**config.mk**
```make
export PLATFORM = sky130hd
export DESIGN_NAME = video_timing_generator
export DESIGN_NICKNAME = d
export VERILOG_FILES = /design/src/rtl/video_timing_generator.sv
export SDC_FILE = /design/constraint.sdc
export NUM_CORES = 1
export LEC_CHECK = 0
export CAP_MARGIN = 20
export CORE_ASPECT_RATIO = 1.1
export CORE_MARGIN = 2
export CORE_UTILIZATION = 44
export DETAILED_ROUTE_END_ITERATION = 8
export GPL_TIMING_DRIVEN = 1
export HOLD_SLACK_MARGIN = 0.15
export PLACE_DENSITY = 0.64
export SLEW_MARGIN = 15
export SYNTH_ARGS = -nofsm -noshare
export SYNTH_HDL_FRONTEND = slang
export SYNTH_SLANG_ARGS = --single-unit
```
**constraint.sdc**
```tcl
create_clock -name pixel_clk -period 2.5 [get_ports pixel_clk]
set_input_delay 0.375 -clock pixel_clk [delete_from_list [all_inputs] [get_ports pixel_clk]]
set_output_delay 0.375 -clock pixel_clk [all_outputs]
set_load 0.1 [all_outputs]
```
**src/rtl/video_timing_generator.sv**
```systemverilog
// Single-clock raster timing generator: h/v counters with registered decode of
// sync, active, data-enable, pixel coordinates and line/frame start pulses.
module video_timing_generator #(
  parameter int   H_ACTIVE  = 1920,
  parameter int   H_FRONT   = 88,
  parameter int   H_SYNC    = 44,
  parameter int   H_BACK    = 148,
  parameter int   V_ACTIVE  = 1080,
  parameter int   V_FRONT   = 4,
  parameter int   V_SYNC    = 5,
  parameter int   V_BACK    = 36,
  parameter logic HSYNC_POL = 1'b1,
  parameter logic VSYNC_POL = 1'b1,
  localparam int  H_TOTAL   = H_ACTIVE + H_FRONT + H_SYNC + H_BACK,
  localparam int  V_TOTAL   = V_ACTIVE + V_FRONT + V_SYNC + V_BACK,
  localparam int  HW        = $clog2(H_TOTAL),
  localparam int  VW        = $clog2(V_TOTAL),
  localparam int  XW        = (H_ACTIVE > 1) ? $clog2(H_ACTIVE) : 1,
  localparam int  YW        = (V_ACTIVE > 1) ? $clog2(V_ACTIVE) : 1
) (
  input  logic          pixel_clk,
  input  logic          reset,
  input  logic          enable,
  output logic          hsync,
  output logic          vsync,
  output logic          hactive,
  output logic          vactive,
  output logic          dena,
  output logic [XW-1:0] x,
  output logic [YW-1:0] y,
  output logic          line_start,
  output logic          frame_start
);

  if (H_ACTIVE < 1 || H_FRONT < 1 || H_SYNC < 1 || H_BACK < 1 ||
      V_ACTIVE < 1 || V_FRONT < 1 || V_SYNC < 1 || V_BACK < 1) begin : g_bad_size
    $error("video_timing_generator: every size parameter must be at least 1");
  end

  // Region boundaries; every value is below the total, so it fits the counter width.
  localparam logic [HW-1:0] H_LAST       = HW'(H_TOTAL - 1);
  localparam logic [HW-1:0] H_ACT_END    = HW'(H_ACTIVE);
  localparam logic [HW-1:0] H_SYNC_BEGIN = HW'(H_ACTIVE + H_FRONT);
  localparam logic [HW-1:0] H_SYNC_END   = HW'(H_ACTIVE + H_FRONT + H_SYNC);
  localparam logic [VW-1:0] V_LAST       = VW'(V_TOTAL - 1);
  localparam logic [VW-1:0] V_ACT_END    = VW'(V_ACTIVE);
  localparam logic [VW-1:0] V_SYNC_BEGIN = VW'(V_ACTIVE + V_FRONT);
  localparam logic [VW-1:0] V_SYNC_END   = VW'(V_ACTIVE + V_FRONT + V_SYNC);

  logic [HW-1:0] h_cnt;
  logic [VW-1:0] v_cnt;
  logic          h_wrap, v_wrap;
  logic          h_in_act, v_in_act, h_in_sync, v_in_sync;

  assign h_wrap    = (h_cnt == H_LAST);
  assign v_wrap    = (v_cnt == V_LAST);
  assign h_in_act  = (h_cnt < H_ACT_END);
  assign v_in_act  = (v_cnt < V_ACT_END);
  assign h_in_sync = (h_cnt >= H_SYNC_BEGIN) && (h_cnt < H_SYNC_END);
  assign v_in_sync = (v_cnt >= V_SYNC_BEGIN) && (v_cnt < V_SYNC_END);

  // Outputs decode the pre-edge counter value, so every output describes the same
  // pixel one cycle after the counters reached it.
  // NOTE: reset is sampled inside the clocked block (synchronous), and all state
  // uses non-blocking assignments so every register sees pre-edge values.
  always_ff @(posedge pixel_clk) begin
    if (!reset) begin
      h_cnt       <= '0;
      v_cnt       <= '0;
      hsync       <= ~HSYNC_POL;
      vsync       <= ~VSYNC_POL;
      hactive     <= 1'b0;
      vactive     <= 1'b0;
      dena        <= 1'b0;
      x           <= '0;
      y           <= '0;
      line_start  <= 1'b0;
      frame_start <= 1'b0;
    end else if (enable) begin
      if (h_wrap) begin
        h_cnt <= '0;
        v_cnt <= v_wrap ? '0 : v_cnt + 1'b1;
      end else begin
        h_cnt <= h_cnt + 1'b1;
      end
      hsync       <= h_in_sync ? HSYNC_POL : ~HSYNC_POL;
      vsync       <= v_in_sync ? VSYNC_POL : ~VSYNC_POL;
      hactive     <= h_in_act;
      vactive     <= v_in_act;
      dena        <= h_in_act && v_in_act;
      x           <= h_in_act ? h_cnt[XW-1:0] : '0;
      y           <= v_in_act ? v_cnt[YW-1:0] : '0;
      line_start  <= (h_cnt == '0);
      frame_start <= (h_cnt == '0) && (v_cnt == '0);
    end else begin
      // Held cycles keep the raster frozen but must not stretch a pulse.
      line_start  <= 1'b0;
      frame_start <= 1'b0;
    end
  end

endmodule

```
# --- Word-level counts from Yosys, hierarchy flattened ---
# Cells that the tools add are included.
totals:
  memories: 0
  out_inout_bits: 29
  romBits: 0
  ramBits: 0
  elab_cells: 35
  regBits: 52
  inputBits: 3
  latchBits: 0
op_classes:
  magnitude_cmp: 6
  n_shift: 0
  n_addsub: 2
  reduce_logical: 8
  bitwise_logic: 0
  n_eq_ne: 2
  mul: 0
  n_mux: 6
  n_div: 0
op_table:
  columns: ["cell", "n"]
  rows:
  - ["$mux W11", 3]
  - ["$lt A11 B11 Y1 const B", 2]
  - ["$add A12 B1 Y12 const B", 1]
  - ["$eq A12 B12 Y1 const B", 1]
  - ["$ge A12 B11 Y1 const B", 1]
  - ["$logic_not A12 Y1", 1]
  - ["$lt A12 B11 Y1 const B", 1]
  - ["$lt A12 B12 Y1 const B", 1]
  - ["$mux W12", 1]
  - ["$add A11 B1 Y11 const B", 1]
  - ["$eq A11 B11 Y1 const B", 1]
  - ["$ge A11 B11 Y1 const B", 1]
  - ["$logic_not A11 Y1", 1]
  - ["$logic_and A1 B1 Y1", 4]
  - ["$reduce_and A2 Y1", 2]
  - ["$mux W1", 2]

# --- Longest topological paths before layout ---
# Gate-level depths: netlist of the first run.
depth:
  word_depth: 3
  depth_mapped: 7
  mapped_depth_nobuf: 6

# --- Least setup slack after synthesis of the first run ---
# No wires, ideal clock.
synth_timing:
  path_type: "register to register"
  startpoint: "register h_cnt[0]"
  endpoint: "register v_cnt[9]"
  t_arrival_ns: 1.717
  setup_ns: 0.070
  t_required_ns: 2.430
  synth_period_minus_slack_ns: 1.787
  n_path_buf: 1
  path_slack_ns: 0.713
  path_stages_with_launch: 7
  path_cell_list: "dfxtp_1 -> ha_1 -> and3_1 -> nand4_2 -> buf_6 -> or4_1 -> a21oi_1"
synth_between:
  elab_chain_cells: 2
synth_lines:
  columns: ["item", "line_no", "rtl"]
  rows:
  - ["from (decl)", "50", "logic [HW-1:0] h_cnt;"]
  - ["from (signal assigned)", "84", "h_cnt <= h_cnt + 1'b1;"]
  - ["$eq A12 B12 Y1", "55", "assign h_wrap = (h_cnt == H_LAST);"]
  - ["$reduce_and A2 Y1 (no line)", null, null]
  - ["to (signal assigned)", "82", "v_cnt <= v_wrap ? '0 : v_cnt + 1'b1;"]
  - ["to (decl)", "51", "logic [VW-1:0] v_cnt;"]
# Every way passes these cells.
# A chain may end at the register's enable or synchronous reset.

# --- Final worst setup path of the first run ---
layout_timing:
  startpoint: "register v_cnt[10]"
  endpoint: "register v_cnt[8]"
layout_between:
  elab_chain_cells: 2
layout_lines:
  columns: ["item", "line_no", "rtl"]
  rows:
  - ["$eq A11 B11 Y1", "56", "assign v_wrap = (v_cnt == V_LAST);"]
  - ["$mux W11", "82", null]
# Every way passes these cells.

==> run_results.csv, run 1 <==
group,metric,value,unit
pwr,power,1.42,mW
routing,avgRoutedWirePerCell,14.2,µm
routing,routed-via-count,1832,
synthesis,syn-num-nets,261,
final_layout,n_antenna_cell,0,
timing,finClkSkew,0.00565,ns
clock_network,cts_resized,0,
global_routing,grt_pass1_wl,8020,µm
critical_path,r2r_start,"v_cnt[10]$_SDFFE_PN0P_",
clock_network,cts_setup_buffers,0,
pwr,powerDensity,537,nW/µm²
pwr,sequentialPowerShare,59.5,%
synthesis,synth.top_cells.by_area,"dfxtp_1 45%, a22oi_1 5.2%, nor2b_1 4.9%, nor2_1 3.4%, nand2_1 3.3%",
run,maxCapViolCount,0,
timing,slew_viol_final,0,
timing,rsz0062_at_grt,"no",
routing,wirelength,4850,µm
critical_path,cp-start-kind,"register",
timing,fin_ws,0.509,ns
clock_network,cts_buffers,5,
global_routing,antenna_found_initial,0,
global_routing,grt_max_degree,25,
clock_network,clkTransAtPathRegs,0.09,ns
routing,highest_layer,"met4",
clock_network,clock_sink_count,52,
routing,ant_nets,0,
synthesis,synth_edf_count,0,
synthesis,async_flop_share,0,%
routing,wl_met2,2450,µm
global_routing,grt_use_total,17.9,%
timing,setup_viol,0,
synthesis,synth_seq_cells,52,
timing,fin_crit_sh,79.6,%
critical_path,r2r_end,"v_cnt[8]$_SDFFE_PN0P_",
clock_network,cts_tree,"done",
pwr,p_clk_share,31.6,%
synthesis,synth-main-ff-cell,"dfxtp_1",
floorplanning,die_w,72.8,µm
timing,max_clock_freq,502,MHz
critical_path,crit_required,2.68,ns
routing,drc,0,
pwr,swShare,25.3,%
global_routing,first_global_vias,1686,
final_layout,nets,290,
timing,worst_pin_slew,0.522,ns
synthesis,synth_top_area_share,45.4,%
critical_path,crit_fanout,9,
synthesis,synth-seq-area-share,45.4,%
placed_design,io_buffers,31,
clock_network,cts_root_buffer,"clkbuf_8",
clock_network,htree_levels,2,
synthesis,synth_area,2290,µm²
placed_design,dp_slack,0.303,ns
synthesis,syn_inst,254,
pwr,p_sw,0.360,mW
floorplanning,fp.coreArea,5000,µm²
floorplanning,io_pins,32,
timing,tns,0,ns
final_layout,layout_commonest_cell,"dfxtp_1",
final_layout,post_route_cells_drive_above_1_share,17.0,%
timing,min_period,1.99,ns
routing,first_iter_violations,109,
timing,max_slew_margin,65.1,%
final_layout,mostFrequentLayoutCells,"52 x dfxtp_1, 35 x buf_4, 21 x nor2_1",
critical_path,reg2reg_slack,0.51,ns
floorplanning,die_height,79.7,µm
critical_path,r2r_cells,4,
routing,via_per_inst,5.37,
status,status,"finished, final reports clean",
placed_design,dp_hpwl,3530,µm
critical_path,worstSetupStartpoint,"v_cnt[10]$_SDFFE_PN0P_",
clock_network,clock_path_buffers,2,
pwr,comb_power_share,8.9,%
synthesis,yosysTopAreaCell,"dfxtp_1",
critical_path,arrival,2.17,ns
global_routing,grt-ovfl-total,0,
synthesis,synth.yosys.warnings,0,
routing,wl_met3,146,µm
critical_path,endpoint,"v_cnt[8]$_SDFFE_PN0P_",
routing,drtPass1Iterations,4,
floorplanning,floorplan.rows,27,
critical_path,critical_path_class,"reg -> reg",
timing,finalHoldViolations,0,
worst_hold_path,hold_class,"reg -> reg",
final_layout,areaGrowthSynthToFinish,15.7,%
pwr,p_leak,0.994,nW
critical_path,cp-end-kind,"register",
synthesis,postSynthAreaPerCell,9.03,µm²
pwr,p_int,1.06,mW
clock_network,ctsHoldBuffers,0,
clock_network,insertion_delay,0.30,ns
placed_design,place_congestion,0.853,
routing,wl_met1,2210,µm
pwr,peakVddDrop,241,µV
synthesis,yosys.cell_types.count,42,
floorplanning,die-area,5810,µm²
floorplanning,initial_core_util,45.9,%
## power by group through the flow
stage          registers (mW)  clock network (mW)  logic, mW
6_report                0.847               0.450      0.127
2_1_floorplan           0.918                   0     0.0444
3_3_place_gp            0.867                   0      0.128
4_1_cts                 0.847               0.470      0.128
5_1_grt                 0.850               0.501      0.136
3_5_place_dp            0.867                   0      0.128
## Yosys cell counts (2+ instances only)
cell type / count
buf_6: 2
nor3_1: 2
ha_1: 4
and2_1: 3
nand4_1: 6
nand3_1: 13
a21oi_1: 11
nor2b_1: 18
clkbuf_1: 11
dfxtp_1: 52
xnor2_1: 6
nor2_1: 21
or3b_2: 2
a22oi_1: 16
inv_1: 9
or3_1: 3
nand2_1: 20
and3_1: 5
xor2_1: 5
o21ai_0: 3
nor4_1: 2
o31ai_1: 6
or4_1: 8
a21boi_0: 8
## routing by layer
| metal | GRT usage, % | vias up |
|---|---|---|
| met1 | 21.8 | 841 |
| met3 | 3.91 | 5 |
| li1 | - | 956 |
| met5 | 0 | - |
| met2 | 31.4 | 30 |
| met4 | 5.00 | 0 |
## layout make-up
type	instances	area [µm²]
clock buffers	6	72.6
well taps	58	72.6
inverters	9	33.8
flip-flops and latches	52	1040
multi-input cells	178	1150
clock inverters	1	5.00
fillers	499	2350
repair buffers	37	283
## through the flow
| step | utilization [%] | hold slack, ns | cell area [µm²] | std cells |
|---|---|---|---|---|
| finish | 53.1 | 0.479 | 2650 | 341 |
| global route | 53.1 | 0.504 | 2650 | 341 |
| CTS | 53.1 | 0.487 | 2650 | 341 |
| detailed placement | 51.5 | 0.469 | 2580 | 334 |
| global placement | 51.5 | 0.469 | 2580 | 334 |
| floorplan | - | 0.480 | 2290 | 254 |
## registers in the layout (all words and copies together) (netlist names)
name and cells:
dena 1, frame_start 1, h_cnt 12, hactive 1, hsync 1, line_start 1, v_cnt 11, vactive 1
vsync 1, x 11, y 11
## worst max-delay path, cell delays in order (launching register included)
cell and delay (ns):
dfxtp_1 0.48, or4b_1 0.51, or4_4 0.54, o21ai_4 0.27
a21oi_1 0.07
## cell families (layout without fill, tap and decap cells)
group / after synthesis / after routing / synth area share, %
XOR/XNOR: 11 / 11 / 4.20
flip-flops: 52 / 52 / 45.4
AND/OR/NAND/NOR: 111 / 111 / 27.3
adder cells (fa/ha/maj): 4 / 4 / 2.18
multiplexers: 1 / 1 / 0.436
buffers and inverters: 24 / 53 / 4.64
AO/OA/AOI/OAI: 51 / 51 / 15.8
## worst min-delay path by stage
stage                                startpoint                    end  slack, ns  depth (start not counted)
after floorplan           v_cnt[9]$_SDFFE_PN0P_  v_cnt[9]$_SDFFE_PN0P_       0.48                          2
after global placement        y[2]$_SDFFE_PN0P_      y[2]$_SDFFE_PN0P_       0.47                          2
after detailed placement      y[1]$_SDFFE_PN0P_      y[1]$_SDFFE_PN0P_       0.47                          2
after CTS                    y[10]$_SDFFE_PN0P_     y[10]$_SDFFE_PN0P_       0.49                          2
after global routing         y[10]$_SDFFE_PN0P_     y[10]$_SDFFE_PN0P_       0.50                          2
final                         y[1]$_SDFFE_PN0P_      y[1]$_SDFFE_PN0P_       0.48                          2
No activity file was read; power rests on OpenSTA's default activity.
==> inputs of run 2 (changes only) <==
PLACE_DENSITY = 0.67   (was 0.64)
clock period = 1.83 ns   (was 2.5 ns; I/O delays follow)
==> run 2 against run 1 <==
Against the previous run:
- sequential power increased by 36%
- final cell count up 9.4%
- combinational power rose by 59%
- utilization is 6.0 points higher
- hold slack got worse by 0.0037 ns
- largest power group unchanged
==> run_results.csv, run 2 (synthesized netlist as in run 1, its figures left out) <==
group,metric,value,unit
status,status,"finished, final reports clean",
timing,setup_viol,0,
worst_hold_path,worstHoldStart,"y[3]$_SDFFE_PN0P_",
critical_path,max_stage_delay,0.54,ns
clock_network,clkTransAtPathRegs,0.09,ns
routing,ant_nets,0,
critical_path,r2r_start,"v_cnt[7]$_SDFFE_PN0P_",
pwr,powerDensity,718,nW/µm²
routing,drc,0,
final_layout,nets,321,
critical_path,cp_slowest_cell,"or4b_4",
routing,avgRoutedWirePerCell,14.0,µm
final_layout,layout_commonest_cell,"buf_4",
pwr,p_clk_share,36.1,%
clock_network,insertion_delay,0.29,ns
final_layout,areaGrowthSynthToFinish,28.8,%
global_routing,grt_max_degree,21,
run,maxCapViolCount,0,
critical_path,critical_path_class,"reg -> reg",
critical_path,crit_chain,"or4b_4 > or4_4 > o21ai_4 > a21oi_1",
floorplanning,die_height,79.7,µm
placed_design,dp_hpwl,3710,µm
final_layout,final_util,59.1,%
pwr,peakVddDrop,442,µV
global_routing,grt-ovfl-total,0,
final_layout,n_antenna_cell,0,
floorplanning,die_w,72.8,µm
timing,slew_viol_final,0,
placed_design,place_area,2800,µm²
global_routing,antenna_found_initial,0,
pwr,p_leak,1.14,nW
pwr,sequentialPowerShare,54.3,%
timing,max_clock_freq,564,MHz
timing,fin_ws,0.0575,ns
clock_network,cts_tree,"done",
routing,drtPass1Iterations,4,
critical_path,arrival,1.96,ns
final_layout,finalInstanceArea,2950,µm²
global_routing,grt_use_total,19.5,%
routing,via_per_inst,5.33,
final_layout,post_route_cells_drive_above_1_share,27.0,%
final_layout,regMostFlops,"h_cnt",
pwr,swShare,23.7,%
clock_network,cts_root_buffer,"clkbuf_8",
final_layout,mostFrequentLayoutCells,"64 x buf_4, 50 x dfxtp_1, 21 x nor2_1",
global_routing,first_global_vias,1867,
timing,max_slew_margin,73.4,%
clock_network,ctsHoldBuffers,0,
placed_design,place_congestion,0.844,
critical_path,cp-end-kind,"register",
placed_design,dp_slack,-0.141,ns
timing,rsz0062_at_grt,"yes",
floorplanning,floorplan.rows,27,
routing,wirelength,5210,µm
critical_path,cp-start-kind,"register",
critical_path,path_delay_family,"simple AND/OR/NAND/NOR gates",
timing,finClkSkew,0.00385,ns
final_layout,largest_reg_flops,12,
floorplanning,die-area,5810,µm²
final_layout,fillers,440,
floorplanning,fp.coreArea,5000,µm²
clock_network,clock_sink_count,52,
pwr,p_sw,0.503,mW
clock_network,clock_path_buffers,2,
critical_path,worstSetupStartpoint,"v_cnt[7]$_SDFFE_PN0P_",
placed_design,io_buffers,31,
routing,routed-via-count,1988,
critical_path,crit_required,2.02,ns
routing,first_iter_violations,86,
clock_network,cts_buffers,5,
pwr,power,2.12,mW
floorplanning,io_pins,32,
timing,min_period,1.77,ns
timing,worst_pin_slew,0.399,ns
timing,finalHoldViolations,0,
clock_network,htree_levels,2,
critical_path,crit_fanout,4,
timing,fin_crit_sh,96.9,%
pwr,comb_power_share,9.5,%
worst_hold_path,hold_class,"reg -> reg",
timing,tns,0,ns
critical_path,critical_path_buf_inv_count,0,
critical_path,reg2reg_slack,0.06,ns
global_routing,grt_pass1_wl,8990,µm
pwr,p_int,1.62,mW
floorplanning,initial_core_util,45.9,%
[run 2: cell count changes in the layout (fill, tap and decap cells not counted), sizes merged]
cell | before | now
o21ai | 5 | 6
buf | 35 | 65
bufinv | 0 | 1
[run 2: final timing paths]
kind / endpoint / cells past startpoint
hold reg to reg: y[3]$_SDFFE_PN0P_ / 2
hold / removal: y[3]$_SDFFE_PN0P_ / 2
setup reg to reg: v_cnt[8]$_SDFFE_PN0P_ / 4
setup / recovery: v_cnt[8]$_SDFFE_PN0P_ / 4
[run 2: per-layer routing]
metal,up-vias,GRT usage (%),share of wire (%)
met1,913,27.0,49
met3,6,3.91,3.7
met4,0,6.48,1.3
met2,50,30.0,46
met5,-,0,0
li1,1019,-,-
[run 2: power by group through the flow]
stage	sequential [mW]	combinational, mW	clock (mW)
after floorplan	1.25	0.0607	0
after global placement	1.18	0.197	0
after detailed placement	1.18	0.199	0
after CTS	1.15	0.202	0.799
after global routing	1.15	0.215	0.840
final	1.15	0.202	0.766
[run 2: through the flow]
step	instances	hold slack, ns
finish	373	0.475
CTS	371	0.490
floorplan	254	0.414
global placement	362	0.471
detailed placement	362	0.472
global route	373	0.507
[run 2: worst min-delay path, delay by kind of cell (launching register included)]
family | cells | cell delay [ns]
compound gates | 1 | 0.05
flops | 1 | 0.32
simple gates | 1 | 0.06
[run 2: repair_timing]
item / CTS / global route
pin swaps: 2 / 5
buffers inserted: 0 / 2
endpoints found under the setup margin: 9 / 10
cloned: 1 / 0
gates resized for setup: 1 / 6
[run 2: area by class of cell]
cell class	count	area, µm²	area share (%)
inverter	9	33.8	1.14
tap	58	72.6	2.46
timing repair buffer	67	520	17.6
clock inverter	2	35.0	1.19
multi-input combinational	179	1170	39.8
clock buffer	6	72.6	2.46
sequential	52	1040	35.3
==> inputs of run 3 (changes only) <==
CORE_MARGIN = unset   (was 2)
==> run 3 against run 2 <==
Against the previous run:
- die area fell by 5.2%
- critical endpoint is now v_cnt[3]$_SDFFE_PN0P_
- register-to-register slack barely moved
- design area fell by 0.68%
- utilization fell by 0.40 points
- largest cell class unchanged
- non-clock buffer count fell by 1
- clock power fell by 11%
==> run_results.csv, run 3 (synthesized netlist as in run 1, its figures left out) <==
group,metric,value,unit
status,status,"finished, final reports clean",
clock_network,clock_sink_count,52,
floorplanning,fp.coreArea,5000,µm²
critical_path,endpoint,"v_cnt[3]$_SDFFE_PN0P_",
floorplanning,die-area,5510,µm²
timing,tns,0,ns
pwr,power,2.04,mW
final_layout,mostFrequentLayoutCells,"63 x buf_4, 52 x dfxtp_1, 21 x nor2_1",
placed_design,dp_slack,-0.158,ns
routing,ant_nets,0,
critical_path,arrival,1.98,ns
routing,drc,0,
placed_design,dp_hpwl,3790,µm
routing,avgRoutedWirePerCell,14.1,µm
global_routing,grt-ovfl-total,0,
timing,max_clock_freq,562,MHz
timing,hold-worst-slack,0.470,ns
routing,first_iter_violations,111,
run,maxCapViolCount,0,
clock_network,cts_tree,"done",
final_layout,areaGrowthSynthToFinish,27.9,%
pwr,comb_power_share,10.0,%
clock_network,htree_levels,2,
pwr,p_int,1.52,mW
floorplanning,io_pins,32,
timing,min_period,1.78,ns
routing,wirelength,5240,µm
global_routing,grt_use_total,20.5,%
final_layout,finalNonFillerCells,372,
critical_path,cp-start-kind,"register",
timing,fin_ws,0.0492,ns
pwr,p_sw,0.523,mW
critical_path,reg2reg_slack,0.05,ns
timing,rsz0062_at_grt,"no",
timing,max_slew_margin,75.5,%
timing,fin_crit_sh,97.3,%
placed_design,place_inst,363,
pwr,p_clk_share,33.5,%
final_layout,regMostFlops,"h_cnt",
timing,finClkSkew,0.00740,ns
clock_network,insertion_delay,0.31,ns
pwr,powerDensity,696,nW/µm²
placed_design,place_congestion,0.840,
final_layout,layout_commonest_cell,"buf_4",
critical_path,r2r_cells,4,
placed_design,place_area,2810,µm²
final_layout,post_route_cells_drive_above_1_share,26.4,%
floorplanning,floorplan.rows,27,
final_layout,final_util,58.7,%
clock_network,clkTransAtPathRegs,0.09,ns
pwr,swShare,25.6,%
floorplanning,initial_core_util,45.9,%
timing,worst_pin_slew,0.367,ns
timing,slew_viol_final,0,
final_layout,nets,320,
critical_path,r2r_end,"v_cnt[3]$_SDFFE_PN0P_",
clock_network,clock_path_buffers,2,
worst_hold_path,hold_class,"reg -> reg",
critical_path,crit_required,2.02,ns
floorplanning,die_height,77.7,µm
critical_path,cp-end-kind,"register",
critical_path,r2r_start,"v_cnt[7]$_SDFFE_PN0P_",
critical_path,worstSetupStartpoint,"v_cnt[7]$_SDFFE_PN0P_",
pwr,peakVddDrop,460,µV
timing,finalHoldViolations,0,
pwr,p_leak,1.16,nW
timing,setup_viol,0,
pwr,sequentialPowerShare,56.5,%
final_layout,fillers,445,
final_layout,finalInstanceArea,2930,µm²
global_routing,grt_max_degree,22,
floorplanning,die_w,70.8,µm
global_routing,first_global_vias,1876,
placed_design,io_buffers,31,
global_routing,grt_pass1_wl,8890,µm
routing,via_per_inst,5.45,
routing,routed-via-count,2027,
final_layout,n_antenna_cell,0,
clock_network,cts_root_buffer,"clkbuf_8",
critical_path,crit_fanout,5,
clock_network,cts_buffers,5,
clock_network,cts_setup_buffers,0,
global_routing,antenna_found_initial,0,
routing,drtPass1Iterations,6,
final_layout,largest_reg_flops,12,
critical_path,critical_path_class,"reg -> reg",
[run 3: worst min path at each step]
stage                      start                    end  slack, ns  cells after the start
3_5_place_dp   y[5]$_SDFFE_PN0P_      y[5]$_SDFFE_PN0P_       0.47                      2
4_1_cts        y[5]$_SDFFE_PN0P_      y[5]$_SDFFE_PN0P_       0.49                      2
2_1_floorplan              reset  h_cnt[5]$_SDFFE_PN0P_       0.41                      2
5_1_grt        y[5]$_SDFFE_PN0P_      y[5]$_SDFFE_PN0P_       0.51                      2
6_report       y[0]$_SDFFE_PN0P_      y[0]$_SDFFE_PN0P_       0.47                      2
3_3_place_gp   y[2]$_SDFFE_PN0P_      y[2]$_SDFFE_PN0P_       0.47                      2
[run 3: final cells by class]
type,count,area [µm²],share of cell area (%)
Clock buffer,7,86.3,2.94
Sequential cell,52,1040,35.5
Inverter,9,33.8,1.15
Tap cell,58,72.6,2.47
Clock inverter,1,7.51,0.256
Timing Repair Buffer,66,513,17.5
Multi-Input combinational cell,179,1180,40.2
[run 3: critical path, cell delays in order (launching register included)]
cell and delay [ns]:
dfxtp_1 0.33, or4b_4 0.55, or4_4 0.49, o21ai_4 0.24, a21oi_1 0.06
[run 3: what timing repair did]
action,4_1_cts,5_1_grt
pin swaps,2,2
resized for setup,1,7
setup endpoints to repair,9,11
hold buffers,0,0
gates cloned,1,0
[run 3: power by group through the flow]
stage	clock network, mW	registers, mW	logic (mW)
CTS	0.702	1.15	0.204
global route	0.746	1.15	0.218
finish	0.685	1.15	0.204
global placement	0	1.18	0.198
detailed placement	0	1.18	0.200
floorplan	0	1.25	0.0607
[run 3: routing by layer]
layer | share of wire [%] | track usage [%]
met5 | 0 | 0
met3 | 6.0 | 4.55
met4 | 1.6 | 8.20
met1 | 49 | 28.1
met2 | 44 | 31.2
